`config.mk`:
```
export PLATFORM = sky130hd
export DESIGN_NAME = dec_8b10b_flat
export DESIGN_NICKNAME = d
export VERILOG_FILES = /design/src/rtl/dec_8b10b_pkg.sv /design/src/rtl/dec_8b10b_if.sv /design/src/rtl/dec_8b10b_6b5b.sv /design/src/rtl/dec_8b10b.sv /design/src/flat_wrapper.sv
export SDC_FILE = /design/constraint.sdc
export NUM_CORES = 1
export LEC_CHECK = 0
export CAP_MARGIN = 10
export CORE_MARGIN = 1.5
export CORE_UTILIZATION = 60
export CTS_CLUSTER_DIAMETER = 30
export CTS_CLUSTER_SIZE = 8
export DETAILED_ROUTE_END_ITERATION = 8
export GPL_ROUTABILITY_DRIVEN = 0
export PLACE_DENSITY = 0.93
export SLEW_MARGIN = 40
export SYNTH_ARGS = -nofsm -noshare
export SYNTH_HDL_FRONTEND = slang
export SYNTH_SLANG_ARGS = --single-unit
```
`constraint.sdc`:
```
create_clock -name clk -period 8.5 [get_ports clk]
set_input_delay 1.7 -clock clk [delete_from_list [all_inputs] [get_ports clk]]
set_output_delay 1.7 -clock clk [all_outputs]
set_load 0.03 [all_outputs]
```
`src/rtl/dec_8b10b_pkg.sv`:
```
// -----------------------------------------------------------------------------
// dec_8b10b_pkg
// Shared definitions for the 8b/10b receive decoder:
//   - running-disparity encodings (RD_MINUS / RD_PLUS)
//   - the twelve legal control-character byte values
//   - sub-block disparity class enum
//   - helpers for the per-sub-block disparity check and RD update
// -----------------------------------------------------------------------------
package dec_8b10b_pkg;

  localparam logic RD_MINUS = 1'b0;
  localparam logic RD_PLUS  = 1'b1;

  localparam logic [7:0] K28_0 = 8'h1C;
  localparam logic [7:0] K28_1 = 8'h3C;
  localparam logic [7:0] K28_2 = 8'h5C;
  localparam logic [7:0] K28_3 = 8'h7C;
  localparam logic [7:0] K28_4 = 8'h9C;
  localparam logic [7:0] K28_5 = 8'hBC;
  localparam logic [7:0] K28_6 = 8'hDC;
  localparam logic [7:0] K28_7 = 8'hFC;
  localparam logic [7:0] K23_7 = 8'hF7;
  localparam logic [7:0] K27_7 = 8'hFB;
  localparam logic [7:0] K29_7 = 8'hFD;
  localparam logic [7:0] K30_7 = 8'hFE;

  // NEU_FLIP_P is 000111/0011, NEU_FLIP_N is 111000/1100: balanced, but they
  // force the running disparity like an unbalanced sub-block would.
  typedef enum logic [2:0] {
    NEG,
    NEU,
    POS,
    NEU_FLIP_P,
    NEU_FLIP_N,
    ILLEGAL
  } sb_class_e;

  // True when a sub-block of this class may not follow the given RD.
  function automatic logic disp_bad(input sb_class_e cls, input logic rd);
    case (cls)
      POS, NEU_FLIP_N: return rd == RD_PLUS;
      NEG, NEU_FLIP_P: return rd == RD_MINUS;
      default:         return 1'b0;
    endcase
  endfunction

  // RD after a sub-block; neutral and illegal sub-blocks leave it alone.
  function automatic logic rd_next(input sb_class_e cls, input logic rd);
    case (cls)
      POS, NEU_FLIP_P: return RD_PLUS;
      NEG, NEU_FLIP_N: return RD_MINUS;
      default:         return rd;
    endcase
  endfunction

  // Classify a 4b (fghj) sub-block. Every 1/2/3-ones pattern is in the table.
  function automatic sb_class_e class4(input logic [3:0] sb);
    logic [2:0] ones;
    ones = 3'($countones(sb));
    case (ones)
      3'd1:    return NEG;
      3'd3:    return POS;
      3'd2: begin
        if (sb == 4'b0011)      return NEU_FLIP_P;
        else if (sb == 4'b1100) return NEU_FLIP_N;
        else                    return NEU;
      end
      default: return ILLEGAL;
    endcase
  endfunction

endpackage

```
`src/rtl/dec_8b10b_if.sv`:
```
// -----------------------------------------------------------------------------
// dec_8b10b_if
// Code-group input and decoded-byte output bundle of the 8b/10b decoder.
//   i_data[9:0]  code group abcdeifghj (a = bit 9)
//   i_valid      i_data qualifies this cycle
//   i_rd_clr     force running disparity back to its initial value
//   o_data[7:0]  decoded byte HGFEDCBA
//   o_k          control character flag
//   o_valid      outputs qualify this cycle
//   o_code_err   code group not in the table
//   o_disp_err   code group legal but wrong for the running disparity
//   o_rd         running disparity after the last decoded group
// master: the code-group source / byte sink. slave: the decoder.
// -----------------------------------------------------------------------------
interface dec_8b10b_if;
  logic [9:0] i_data;
  logic       i_valid;
  logic       i_rd_clr;
  logic [7:0] o_data;
  logic       o_k;
  logic       o_valid;
  logic       o_code_err;
  logic       o_disp_err;
  logic       o_rd;

  modport master (
    output i_data, i_valid, i_rd_clr,
    input  o_data, o_k, o_valid, o_code_err, o_disp_err, o_rd
  );

  modport slave (
    input  i_data, i_valid, i_rd_clr,
    output o_data, o_k, o_valid, o_code_err, o_disp_err, o_rd
  );
endinterface

```
`src/rtl/dec_8b10b_6b5b.sv`:
```
// -----------------------------------------------------------------------------
// dec_6b5b
// Combinational 6b -> 5b lookup for the 8b/10b decoder.
//   sb6[5:0]   sub-block abcdei (a = bit 5)
//   dat5[4:0]  decoded EDCBA (0 when illegal)
//   cls        disparity class of the sub-block (ILLEGAL when not in table)
//   legal      sub-block is one of the table entries (D0..D31 or K28)
// -----------------------------------------------------------------------------
module dec_6b5b
  import dec_8b10b_pkg::*;
(
  input  logic [5:0] sb6,
  output logic [4:0] dat5,
  output sb_class_e  cls,
  output logic       legal
);

  logic [2:0] ones;

  always_comb begin
    dat5  = 5'd0;
    legal = 1'b1;
    case (sb6)
      6'b100111, 6'b011000: dat5 = 5'd0;
      6'b011101, 6'b100010: dat5 = 5'd1;
      6'b101101, 6'b010010: dat5 = 5'd2;
      6'b110001:            dat5 = 5'd3;
      6'b110101, 6'b001010: dat5 = 5'd4;
      6'b101001:            dat5 = 5'd5;
      6'b011001:            dat5 = 5'd6;
      6'b111000, 6'b000111: dat5 = 5'd7;
      6'b111001, 6'b000110: dat5 = 5'd8;
      6'b100101:            dat5 = 5'd9;
      6'b010101:            dat5 = 5'd10;
      6'b110100:            dat5 = 5'd11;
      6'b001101:            dat5 = 5'd12;
      6'b101100:            dat5 = 5'd13;
      6'b011100:            dat5 = 5'd14;
      6'b010111, 6'b101000: dat5 = 5'd15;
      6'b011011, 6'b100100: dat5 = 5'd16;
      6'b100011:            dat5 = 5'd17;
      6'b010011:            dat5 = 5'd18;
      6'b110010:            dat5 = 5'd19;
      6'b001011:            dat5 = 5'd20;
      6'b101010:            dat5 = 5'd21;
      6'b011010:            dat5 = 5'd22;
      6'b111010, 6'b000101: dat5 = 5'd23;
      6'b110011, 6'b001100: dat5 = 5'd24;
      6'b100110:            dat5 = 5'd25;
      6'b010110:            dat5 = 5'd26;
      6'b110110, 6'b001001: dat5 = 5'd27;
      6'b001110:            dat5 = 5'd28;
      6'b101110, 6'b010001: dat5 = 5'd29;
      6'b011110, 6'b100001: dat5 = 5'd30;
      6'b101011, 6'b010100: dat5 = 5'd31;
      6'b001111, 6'b110000: dat5 = 5'd28;
      default:              legal = 1'b0;
    endcase

    ones = 3'($countones(sb6));
    cls  = ILLEGAL;
    if (legal) begin
      case (ones)
        3'd2:    cls = NEG;
        3'd4:    cls = POS;
        3'd3: begin
          if (sb6 == 6'b000111)      cls = NEU_FLIP_P;
          else if (sb6 == 6'b111000) cls = NEU_FLIP_N;
          else                       cls = NEU;
        end
        default: cls = ILLEGAL;
      endcase
    end
  end

endmodule

```
`src/rtl/dec_8b10b.sv`:
```
// -----------------------------------------------------------------------------
// dec_8b10b
// Receive-side 8b/10b decoder. Two-stage pipeline: stage 1 registers the code
// group, stage 2 decodes it, checks it against the running disparity and
// registers the result. One group per cycle, latency two cycles.
//   clk      core clock, rising edge
//   rst      asynchronous active-high reset
//   bus      dec_8b10b_if.slave (code group in, decoded byte and flags out)
// Parameter INIT_RD: running disparity after reset and on i_rd_clr.
// -----------------------------------------------------------------------------
module dec_8b10b
  import dec_8b10b_pkg::*;
#(
  parameter logic INIT_RD = RD_MINUS
)
(
  input  logic         clk,
  input  logic         rst,
  dec_8b10b_if.slave   bus
);

  logic [9:0] data_p1;
  logic       vld_p1;

  logic [7:0] data_p2;
  logic       k_p2;
  logic       vld_p2;
  logic       code_err_p2;
  logic       disp_err_p2;
  logic       rd_p2;

  logic [5:0] sb6;
  logic [3:0] sb4;
  logic [3:0] sb4_lk;
  logic [4:0] dat5;
  logic [2:0] dat3;
  logic       legal6;
  sb_class_e  cls6;
  sb_class_e  cls4;
  logic [7:0] byte_dec;
  logic       k28;
  logic       a7;
  logic       p7;
  logic       kx7;
  logic       a7_ok;
  logic       is_k;
  logic       code_err;
  logic       disp_err;
  logic       bad6;
  logic       bad4;
  logic       rd_mid;
  logic       rd_out;

  // ---- stage 1: register the code group ----
  always_ff @(posedge clk or posedge rst) begin
    if (rst) vld_p1 <= 1'b0;
    else     vld_p1 <= bus.i_valid;
  end

  always_ff @(posedge clk) begin
    data_p1 <= bus.i_data;
  end

  // ---- stage 2: decode, classify, disparity check ----
  assign sb6 = data_p1[9:4];
  assign sb4 = data_p1[3:0];

  dec_6b5b u_6b5b (
    .sb6   (sb6),
    .dat5  (dat5),
    .cls   (cls6),
    .legal (legal6)
  );

  always_comb begin
    k28 = (sb6 == 6'b001111) || (sb6 == 6'b110000);
    // After 110000 the balanced K28 4b codes are sent inverted relative to
    // the data table; complementing restores the y value for every K28.y.
    sb4_lk = (sb6 == 6'b110000) ? ~sb4 : sb4;

    dat3 = 3'd0;
    case (sb4_lk)
      4'b1011, 4'b0100:                   dat3 = 3'd0;
      4'b1001:                            dat3 = 3'd1;
      4'b0101:                            dat3 = 3'd2;
      4'b1100, 4'b0011:                   dat3 = 3'd3;
      4'b1101, 4'b0010:                   dat3 = 3'd4;
      4'b1010:                            dat3 = 3'd5;
      4'b0110:                            dat3 = 3'd6;
      4'b1110, 4'b0001, 4'b0111, 4'b1000: dat3 = 3'd7;
      default:                            dat3 = 3'd0;
    endcase
    cls4 = class4(sb4);

    a7 = (sb4 == 4'b0111) || (sb4 == 4'b1000);
    p7 = (sb4 == 4'b1110) || (sb4 == 4'b0001);
    byte_dec = {dat3, dat5};

    kx7 = a7 && (byte_dec inside {K23_7, K27_7, K29_7, K30_7});
    // Data A7 only where P7 would create a run of five: x=17/18/20 in the
    // RD- column (0111), x=11/13/14 in the RD+ column (1000).
    a7_ok = ((sb4 == 4'b0111) && (dat5 inside {5'd17, 5'd18, 5'd20})) ||
            ((sb4 == 4'b1000) && (dat5 inside {5'd11, 5'd13, 5'd14}));
    is_k  = (k28 && !p7) || kx7;

    code_err = !legal6 || (cls4 == ILLEGAL) || (k28 && p7) ||
               (a7 && !k28 && !kx7 && !a7_ok);

    bad6   = disp_bad(cls6, rd_p2);
    rd_mid = rd_next(cls6, rd_p2);
    bad4   = disp_bad(cls4, rd_mid);
    rd_out = rd_next(cls4, rd_mid);

    disp_err = !code_err && (bad6 || bad4);
  end

  // The RD update is kept even for code/disparity errors so the receiver
  // follows the line; a same-cycle clear overrides it.
  always_ff @(posedge clk or posedge rst) begin
    if (rst) begin
      data_p2     <= 8'h00;
      k_p2        <= 1'b0;
      vld_p2      <= 1'b0;
      code_err_p2 <= 1'b0;
      disp_err_p2 <= 1'b0;
      rd_p2       <= INIT_RD;
    end else begin
      vld_p2 <= vld_p1;
      if (vld_p1) begin
        data_p2     <= code_err ? 8'h00 : byte_dec;
        k_p2        <= !code_err && is_k;
        code_err_p2 <= code_err;
        disp_err_p2 <= disp_err;
      end
      if (bus.i_rd_clr)  rd_p2 <= INIT_RD;
      else if (vld_p1)   rd_p2 <= rd_out;
    end
  end

  assign bus.o_data     = data_p2;
  assign bus.o_k        = k_p2;
  assign bus.o_valid    = vld_p2;
  assign bus.o_code_err = code_err_p2;
  assign bus.o_disp_err = disp_err_p2;
  assign bus.o_rd       = rd_p2;

endmodule
```
`src/flat_wrapper.sv`:
```
// flat-port wrapper written by rule: the top's interface ports become plain ports
module dec_8b10b_flat import dec_8b10b_pkg::*;
#(
  parameter logic INIT_RD = RD_MINUS
)
  (clk, rst, bus_i_data, bus_i_valid, bus_i_rd_clr, bus_o_data, bus_o_k, bus_o_valid, bus_o_code_err, bus_o_disp_err, bus_o_rd);
  dec_8b10b_if bus_i ();
  input  logic clk;
  input  logic rst;
  input wire logic [$bits(bus_i.i_data)-1:0] bus_i_data;
  input wire logic [$bits(bus_i.i_valid)-1:0] bus_i_valid;
  input wire logic [$bits(bus_i.i_rd_clr)-1:0] bus_i_rd_clr;
  output wire logic [$bits(bus_i.o_data)-1:0] bus_o_data;
  output wire logic [$bits(bus_i.o_k)-1:0] bus_o_k;
  output wire logic [$bits(bus_i.o_valid)-1:0] bus_o_valid;
  output wire logic [$bits(bus_i.o_code_err)-1:0] bus_o_code_err;
  output wire logic [$bits(bus_i.o_disp_err)-1:0] bus_o_disp_err;
  output wire logic [$bits(bus_i.o_rd)-1:0] bus_o_rd;
  assign bus_i.i_data = bus_i_data;
  assign bus_i.i_valid = bus_i_valid;
  assign bus_i.i_rd_clr = bus_i_rd_clr;
  assign bus_o_data = bus_i.o_data;
  assign bus_o_k = bus_i.o_k;
  assign bus_o_valid = bus_i.o_valid;
  assign bus_o_code_err = bus_i.o_code_err;
  assign bus_o_disp_err = bus_i.o_disp_err;
  assign bus_o_rd = bus_i.o_rd;
  dec_8b10b #(.INIT_RD(INIT_RD)) u_core (.clk(clk), .rst(rst), .bus(bus_i));
endmodule
```
==> flow_metrics.env, run 1 <==
export IMPL_run_status="finished, final reports clean"
export IMPL_antenna_cells=0
export IMPL_p_total_uw=398.5
export IMPL_synth_edff_count=0
export IMPL_synth_top_family_by_area="compound AO/OA/AOI/OAI gates"
export IMPL_drive_above_1_share_pct=6.333
export IMPL_grt_pass1_wl_um=10120
export IMPL_synthAdderAreaFrac_pct=10.68
export IMPL_synth_mux_area_fraction_pct=2.512
export IMPL_finalNonFillerCells=348
export IMPL_path_max_fanout=29
export IMPL_setup_violations=0
export IMPL_synthFlopType="dfrtp_1"
export IMPL_worstSetupEndpointType="register"
export IMPL_synthSimpleGateAreaFrac_pct=22.66
export IMPL_synth_area_leaders="dfrtp_1 15%, dfxtp_1 8.4%, ha_1 7.3%, inv_1 5.2%, a21oi_1 4.0%"
export IMPL_yosysUniqueCellTypes=69
export IMPL_syn_area_um2=2391
export IMPL_drt_first_pass_iters=7
export IMPL_syn_num_nets=320
export IMPL_drtIter0Drc=502
export IMPL_insertion_delay_ps=270
export IMPL_path_clk_slew_ps=90
export IMPL_synth_top_area_cell="dfrtp_1"
export IMPL_clk_path_buf_depth=2
export IMPL_grt_overflow=0
export IMPL_num_io_pins=27
export IMPL_cp_arrival_ps=3840
export IMPL_yosysTopAreaCellShare_pct=14.65
export IMPL_tightestPinTransition_ps=591.4
export IMPL_clkSinkCount=24
export IMPL_reg2reg_depth=12
export IMPL_ys_seq_area_share_pct=23.02
export IMPL_postSynthCellCount=288
export IMPL_async_flop_share_pct=58.33
export IMPL_nNetsFinal=333
export IMPL_root_buffer="clkbuf_8"
export IMPL_die_x_um=66.13
export IMPL_cts_inserted_buffers=3
export IMPL_hold_class="reg2reg"
export IMPL_hold_violations=0
export IMPL_tritoncts="done"
export IMPL_synth_compound_area_share_pct=28.73
export IMPL_fmax_mhz=269.8
export IMPL_yosysMostFrequentCell="inv_1"
export IMPL_post_cts_buffers=0
export IMPL_maxSlewViolCount=0
export IMPL_irDropWorstVdd_uv=106.0
export IMPL_synth_common_cells="33 x inv_1, 20 x nand2_1, 19 x a21oi_1"
export IMPL_drt_vias_per_instance=6.747
export IMPL_fillerInstances=305
export IMPL_final_setup_tns_ps=0
export IMPL_ys_warn_count=0
export IMPL_pre_cts_ws_ps=4749
export IMPL_place_inst=344
export IMPL_ant_nets=0
export IMPL_wirelength_um=6105
export IMPL_whs_path_depth=1
export IMPL_synthXorXnorAreaFrac_pct=1.465
export IMPL_grt_pass1_vias=2251
export IMPL_grt_total_usage_pct=29.24
export IMPL_antenna_found_initial=0
export IMPL_initial_core_util_pct=63.87
export IMPL_die_h_um=66.13
export IMPL_fin_crit_ps=3706
export IMPL_clock_skew_ps=2.875
export IMPL_cp_data_required_time_ps=8630
export IMPL_p_per_area_nw_per_um2=150.4
export IMPL_core_area_um2=3744
export IMPL_drv_cap=0
export IMPL_die_area_um2=4373
export IMPL_grt_max_degree=35
export IMPL_cts_resized=0
export IMPL_slew_headroom_pct=60.53
export IMPL_num_vias=2348
export IMPL_setup_ws_ps=4794
export IMPL_ctsHtreeMaxLevel=1
export IMPL_areaGrowthSynthToFinish_pct=10.83
export IMPL_grt_setup_unrepaired="no"
export IMPL_post_drt_wl_per_cell_um=17.54
export IMPL_drc=0
export IMPL_regArea_um2=555.5
export IMPL_total_leakage_power_uw=0.001068
export IMPL_core_rowCount=22
export IMPL_cts_hold_buf=0
export IMPL_start_kind="register"
export IMPL_critPathKind="reg2reg"
export IMPL_syn_area_per_cell_um2=8.302
export IMPL_io_buffer_count=26
export IMPL_hpwl_um=4131
export IMPL_fin_crit_sh_pct=43.60
export IMPL_ys_seq_elements=24
export IMPL_multi_input_area_um2=1579
cells in the final DEF, fill, tap and decap left out, types with 3 or more instances in the layout:
| master | count |
|---|---|
| inv_1 | 33 |
| clkdlybuf4s50_1 | 26 |
| nand2_1 | 20 |
| a21oi_1 | 19 |
| o22ai_1 | 14 |
| ha_1 | 14 |
| dfrtp_1 | 14 |
| nor2_1 | 13 |
| o21ai_0 | 11 |
| nand3b_1 | 7 |
| a211oi_1 | 7 |
| mux2i_1 | 6 |
| nand2b_1 | 6 |
| nand3_1 | 6 |
| dfxtp_1 | 6 |
| nor3_1 | 5 |
| o32ai_1 | 4 |
| nor2b_1 | 4 |
| nand4_1 | 4 |
| a311oi_1 | 4 |
| fa_1 | 4 |
| dfxtp_2 | 4 |
| and3_1 | 3 |
| a31oi_1 | 3 |
| o21a_1 | 3 |
| clkbuf_8 | 3 |
registers in the layout, summed over array words and instances (netlist names):
| name | cells |
|---|---|
| u_core.bus.o_code_err | 1 |
| u_core.bus.o_data | 8 |
| u_core.bus.o_disp_err | 1 |
| u_core.bus.o_k | 1 |
| u_core.bus.o_rd | 1 |
| u_core.bus.o_valid | 1 |
| u_core.data_p1 | 10 |
| u_core.vld_p1 | 1 |
routing by layer:
layer  share of wire (%)  GRT usage (%)  vias to the layer above
li1                    -              -                     1084
met1                  41          38.54                     1090
met2                  49          48.13                      155
met3                 8.3          3.748                       19
met4                 2.1          12.24                        0
met5                   0              0                        -
final timing paths:
kind                            slack, ps                     to                   from
worst max-delay path                 4790  u_core.bus.o_disp_err      u_core.data_p1[7]
worst max register to register       4790  u_core.bus.o_disp_err      u_core.data_p1[7]
min in group asynchronous            1780         u_core.bus.o_k                    rst
worst min register to register        510  u_core.bus.o_code_err  u_core.bus.o_code_err
max in group asynchronous            6340  u_core.bus.o_code_err                    rst
worst min-delay path                  510  u_core.bus.o_code_err  u_core.bus.o_code_err
critical path, stage by stage, from the launching register on:
cell	delay, ps
dfxtp_2	680
fa_1	510
inv_1	80
fa_1	410
inv_1	80
ha_1	140
inv_1	50
fa_1	440
nand2b_1	220
o31a_1	330
or3_1	380
a21oi_1	170
o22ai_1	90
through the flow:
step                      hold WS [ps]  utilization (%)  cell area [um^2]
after floorplan                  423.4                -              2391
after global placement           462.1            68.75              2574
after detailed placement         490.6            68.82              2576
after CTS                        510.2            70.72              2648
after global routing             546.0            70.79              2650
final                            511.4            70.79              2650
power by group:
group	internal [uW]	leakage, uW	switching (uW)
clock network	63.1	0.0000357	39.6
logic	64.4	0.000766	87.7
registers	125	0.000266	18.6
layout make-up:
| type | instances | area share (%) |
|---|---|---|
| sequential | 24 | 20.96 |
| timing repair buffer | 26 | 9.821 |
| clock buffer | 3 | 1.558 |
| multi-input combinational | 213 | 59.58 |
| tap | 48 | 2.266 |
| inverter | 33 | 4.674 |
| clock inverter | 1 | 1.133 |
cell families (layout without fill, tap and decap cells):
logic type / count (synthesis) / in the layout
xor gates and xnor gates: 4 / 4
AOI/OAI and AO/OA: 94 / 94
adders and majority gates: 18 / 18
DFF: 24 / 24
muxes: 6 / 6
and+or+nand+nor: 91 / 91
buffers and inverters: 51 / 63
Note: power is estimated with default switching activity, not from simulation.
==> inputs of run 2 (changes only) <==
--- a/config.mk
+++ b/config.mk
@@ -7,12 +7,12 @@
 export LEC_CHECK = 0
 export CAP_MARGIN = 10
 export CORE_MARGIN = 1.5
-export CORE_UTILIZATION = 60
+export CORE_UTILIZATION = 52
 export CTS_CLUSTER_DIAMETER = 30
 export CTS_CLUSTER_SIZE = 8
 export DETAILED_ROUTE_END_ITERATION = 8
 export GPL_ROUTABILITY_DRIVEN = 0
-export PLACE_DENSITY = 0.93
+export PLACE_DENSITY = 0.87
 export SLEW_MARGIN = 40
 export SYNTH_ARGS = -nofsm -noshare
 export SYNTH_HDL_FRONTEND = slang
==> constraint.sdc (replaced) <==
create_clock -name clk -period 3.4 [get_ports clk]
set_input_delay 0.68 -clock clk [delete_from_list [all_inputs] [get_ports clk]]
set_output_delay 0.68 -clock clk [all_outputs]
set_load 0.03 [all_outputs]
==> run 2 against run 1 <==
Non-clock buffer count grew 10. Register-to-register slack lost 4700 ps. Clock skew shrank 1.8 ps. Utilization shrank 7.9 points. Fmax grew 11%. Combinational power grew to 2.8 times the previous value. Die area grew 15%. Count of clock-buffer cells in the layout is the same. Clock power grew 150%. Final cell count grew 4.0%. Largest power group unchanged.
==> flow_metrics.env, run 2 (synthesized netlist as in run 1, its figures left out) <==
export IMPL_path_buf_inv=3
export IMPL_clkSinkCount=24
export IMPL_cts_inserted_buffers=3
export IMPL_slew_headroom_pct=63.10
export IMPL_tritoncts="done"
export IMPL_path_delay_family="adder cells"
export IMPL_hold_violations=0
export IMPL_clk_path_buf_depth=2
export IMPL_grt_max_degree=34
export IMPL_drt_first_pass_iters=7
export IMPL_num_io_pins=27
export IMPL_ant_nets=0
export IMPL_largest_reg_flops=10
export IMPL_num_vias=2334
export IMPL_grt_pass1_wl_um=10010
export IMPL_finalCoreUtilization_pct=62.90
export IMPL_post_drt_wl_per_cell_um=16.44
export IMPL_p_clk_share_pct=24.8
export IMPL_grt_setup_unrepaired="yes"
export IMPL_switching_share_pct=35.81
export IMPL_top_usage_layer="met2"
export IMPL_total_leakage_power_uw=0.001127
export IMPL_drv_cap=0
export IMPL_regMostFlops="u_core.data_p1"
export IMPL_p_total_uw=1022
export IMPL_final_common_cell="inv_1"
export IMPL_rrSetupSlack_ps=60
export IMPL_fin_crit_ps=3343
export IMPL_grt_total_usage_pct=24.37
export IMPL_p_comb_share_pct=41.5
export IMPL_setup_violations=0
export IMPL_p_seq_share_pct=33.6
export IMPL_root_buffer="clkbuf_8"
export IMPL_fillerInstances=353
export IMPL_critPathKind="reg2reg"
export IMPL_internal_power_uw=656.0
export IMPL_drc=0
export IMPL_insertion_delay_ps=270
export IMPL_fin_crit_sh_pct=98.32
export IMPL_cts_hold_buf=0
export IMPL_start_kind="register"
export IMPL_drt_vias_per_instance=6.448
export IMPL_maxSlewViolCount=0
export IMPL_die_h_um=70.81
export IMPL_irDropWorstVdd_uv=218.6
export IMPL_drtIter0Drc=201
export IMPL_initial_core_util_pct=54.54
export IMPL_grt_pass1_vias=2210
export IMPL_ctsHtreeMaxLevel=1
export IMPL_grt_met3_usage_pct=5.271
export IMPL_hpwl_um=4244
export IMPL_critPathMaxStageDelay_ps=530
export IMPL_grt_overflow=0
export IMPL_drive_above_1_share_pct=10.32
export IMPL_clock_skew_ps=1.120
export IMPL_path_clk_slew_ps=90
export IMPL_core_area_um2=4384
export IMPL_hold_class="reg2reg"
export IMPL_core_rowCount=24
export IMPL_multi_input_area_um2=1595
export IMPL_p_per_area_nw_per_um2=370.6
export IMPL_antenna_cells=0
export IMPL_cp_arrival_ps=3490
export IMPL_path_max_fanout=4
export IMPL_wirelength_um=5953
export IMPL_nNetsFinal=343
export IMPL_regArea_um2=554.3
export IMPL_areaGrowthSynthToFinish_pct=15.33
export IMPL_path_cells="fa_1 -> inv_1 -> fa_1 -> inv_1 -> ha_1 -> inv_1 -> fa_1 -> nand2b_4 -> o31a_1 -> or3_1 -> a21oi_2 -> o22ai_1"
export IMPL_layout_common_cells="33 x inv_1, 26 x clkdlybuf4s50_1, 20 x nand2_1"
export IMPL_io_buffer_count=26
export IMPL_fmax_mhz=299.2
export IMPL_worstSetupEndpointType="register"
export IMPL_switchingPower_uw=365.9
export IMPL_tightestPinTransition_ps=553.6
export IMPL_die_x_um=70.81
export IMPL_run_status="finished, final reports clean"
export IMPL_antenna_found_initial=0
export IMPL_final_setup_tns_ps=0
export IMPL_cp_data_required_time_ps=3540
export IMPL_die_area_um2=5014
export IMPL_met1_usage_pct=30.47
export IMPL_use_met2_pct=40.50
export IMPL_crit_path_top_delay_cell="fa_1"
## run 2: cell count changes in the layout (fill, tap and decap cells not counted)
cell	before	now
a21oi_1	19	18
a21oi_2	1	2
buf_12	0	1
buf_4	0	9
dfxtp_1	6	7
dfxtp_2	4	3
ha_1	14	13
ha_2	0	1
nand2b_1	6	5
nand2b_4	0	1
nor2_1	13	12
nor2_2	0	1
## run 2: worst paths after layout
path,cells after the start,from,to
worst max-delay path,12,u_core.data_p1[4],u_core.bus.o_disp_err
worst min-delay path,1,u_core.bus.o_code_err,u_core.bus.o_code_err
worst max register to register,12,u_core.data_p1[4],u_core.bus.o_disp_err
worst min register to register,1,u_core.bus.o_code_err,u_core.bus.o_code_err
max in group asynchronous,2,rst,u_core.bus.o_disp_err
min in group asynchronous,2,rst,u_core.bus.o_valid
## run 2: through the flow
stage                     hold slack (ps)  area (um^2)  instances  setup slack [ps]
after floorplan                     423.4         2391        288             187.7
after CTS                           495.8         2719        360             28.77
final                               491.2         2758        362             57.22
after global routing                524.4         2758        362            -119.3
after detailed placement            475.3         2639        356            -3.518
after global placement              467.4         2639        356             102.3
## run 2: what timing repair did
action,4_1_cts,5_1_grt
endpoints found under the setup margin,1,11
gates resized for setup,2,4
cloned,0,0
buffers inserted,0,2
pin swaps,0,2
## run 2: power by group through the flow
stage | registers (uW) | logic (uW) | clock network [uW]
after global routing | 348 | 461 | 269
after global placement | 347 | 377 | 0
final | 344 | 424 | 254
after detailed placement | 348 | 389 | 0
after CTS | 342 | 400 | 255
after floorplan | 383 | 242 | 0
## run 2: per-layer routing
metal,wire length [um],vias to the layer above
li1,-,1113
met1,2541,1073
met2,2796,119
met3,406,29
met4,209,0
met5,0,-
## run 2: area by class of cell
type                    count  area share, %
clock buffers               3          1.497
clock inverters             1          1.089
inverters                  33          4.492
multi-input cells         213          57.85
flip-flops and latches     24          20.10
well taps                  52          2.359
repair buffers             36          12.61
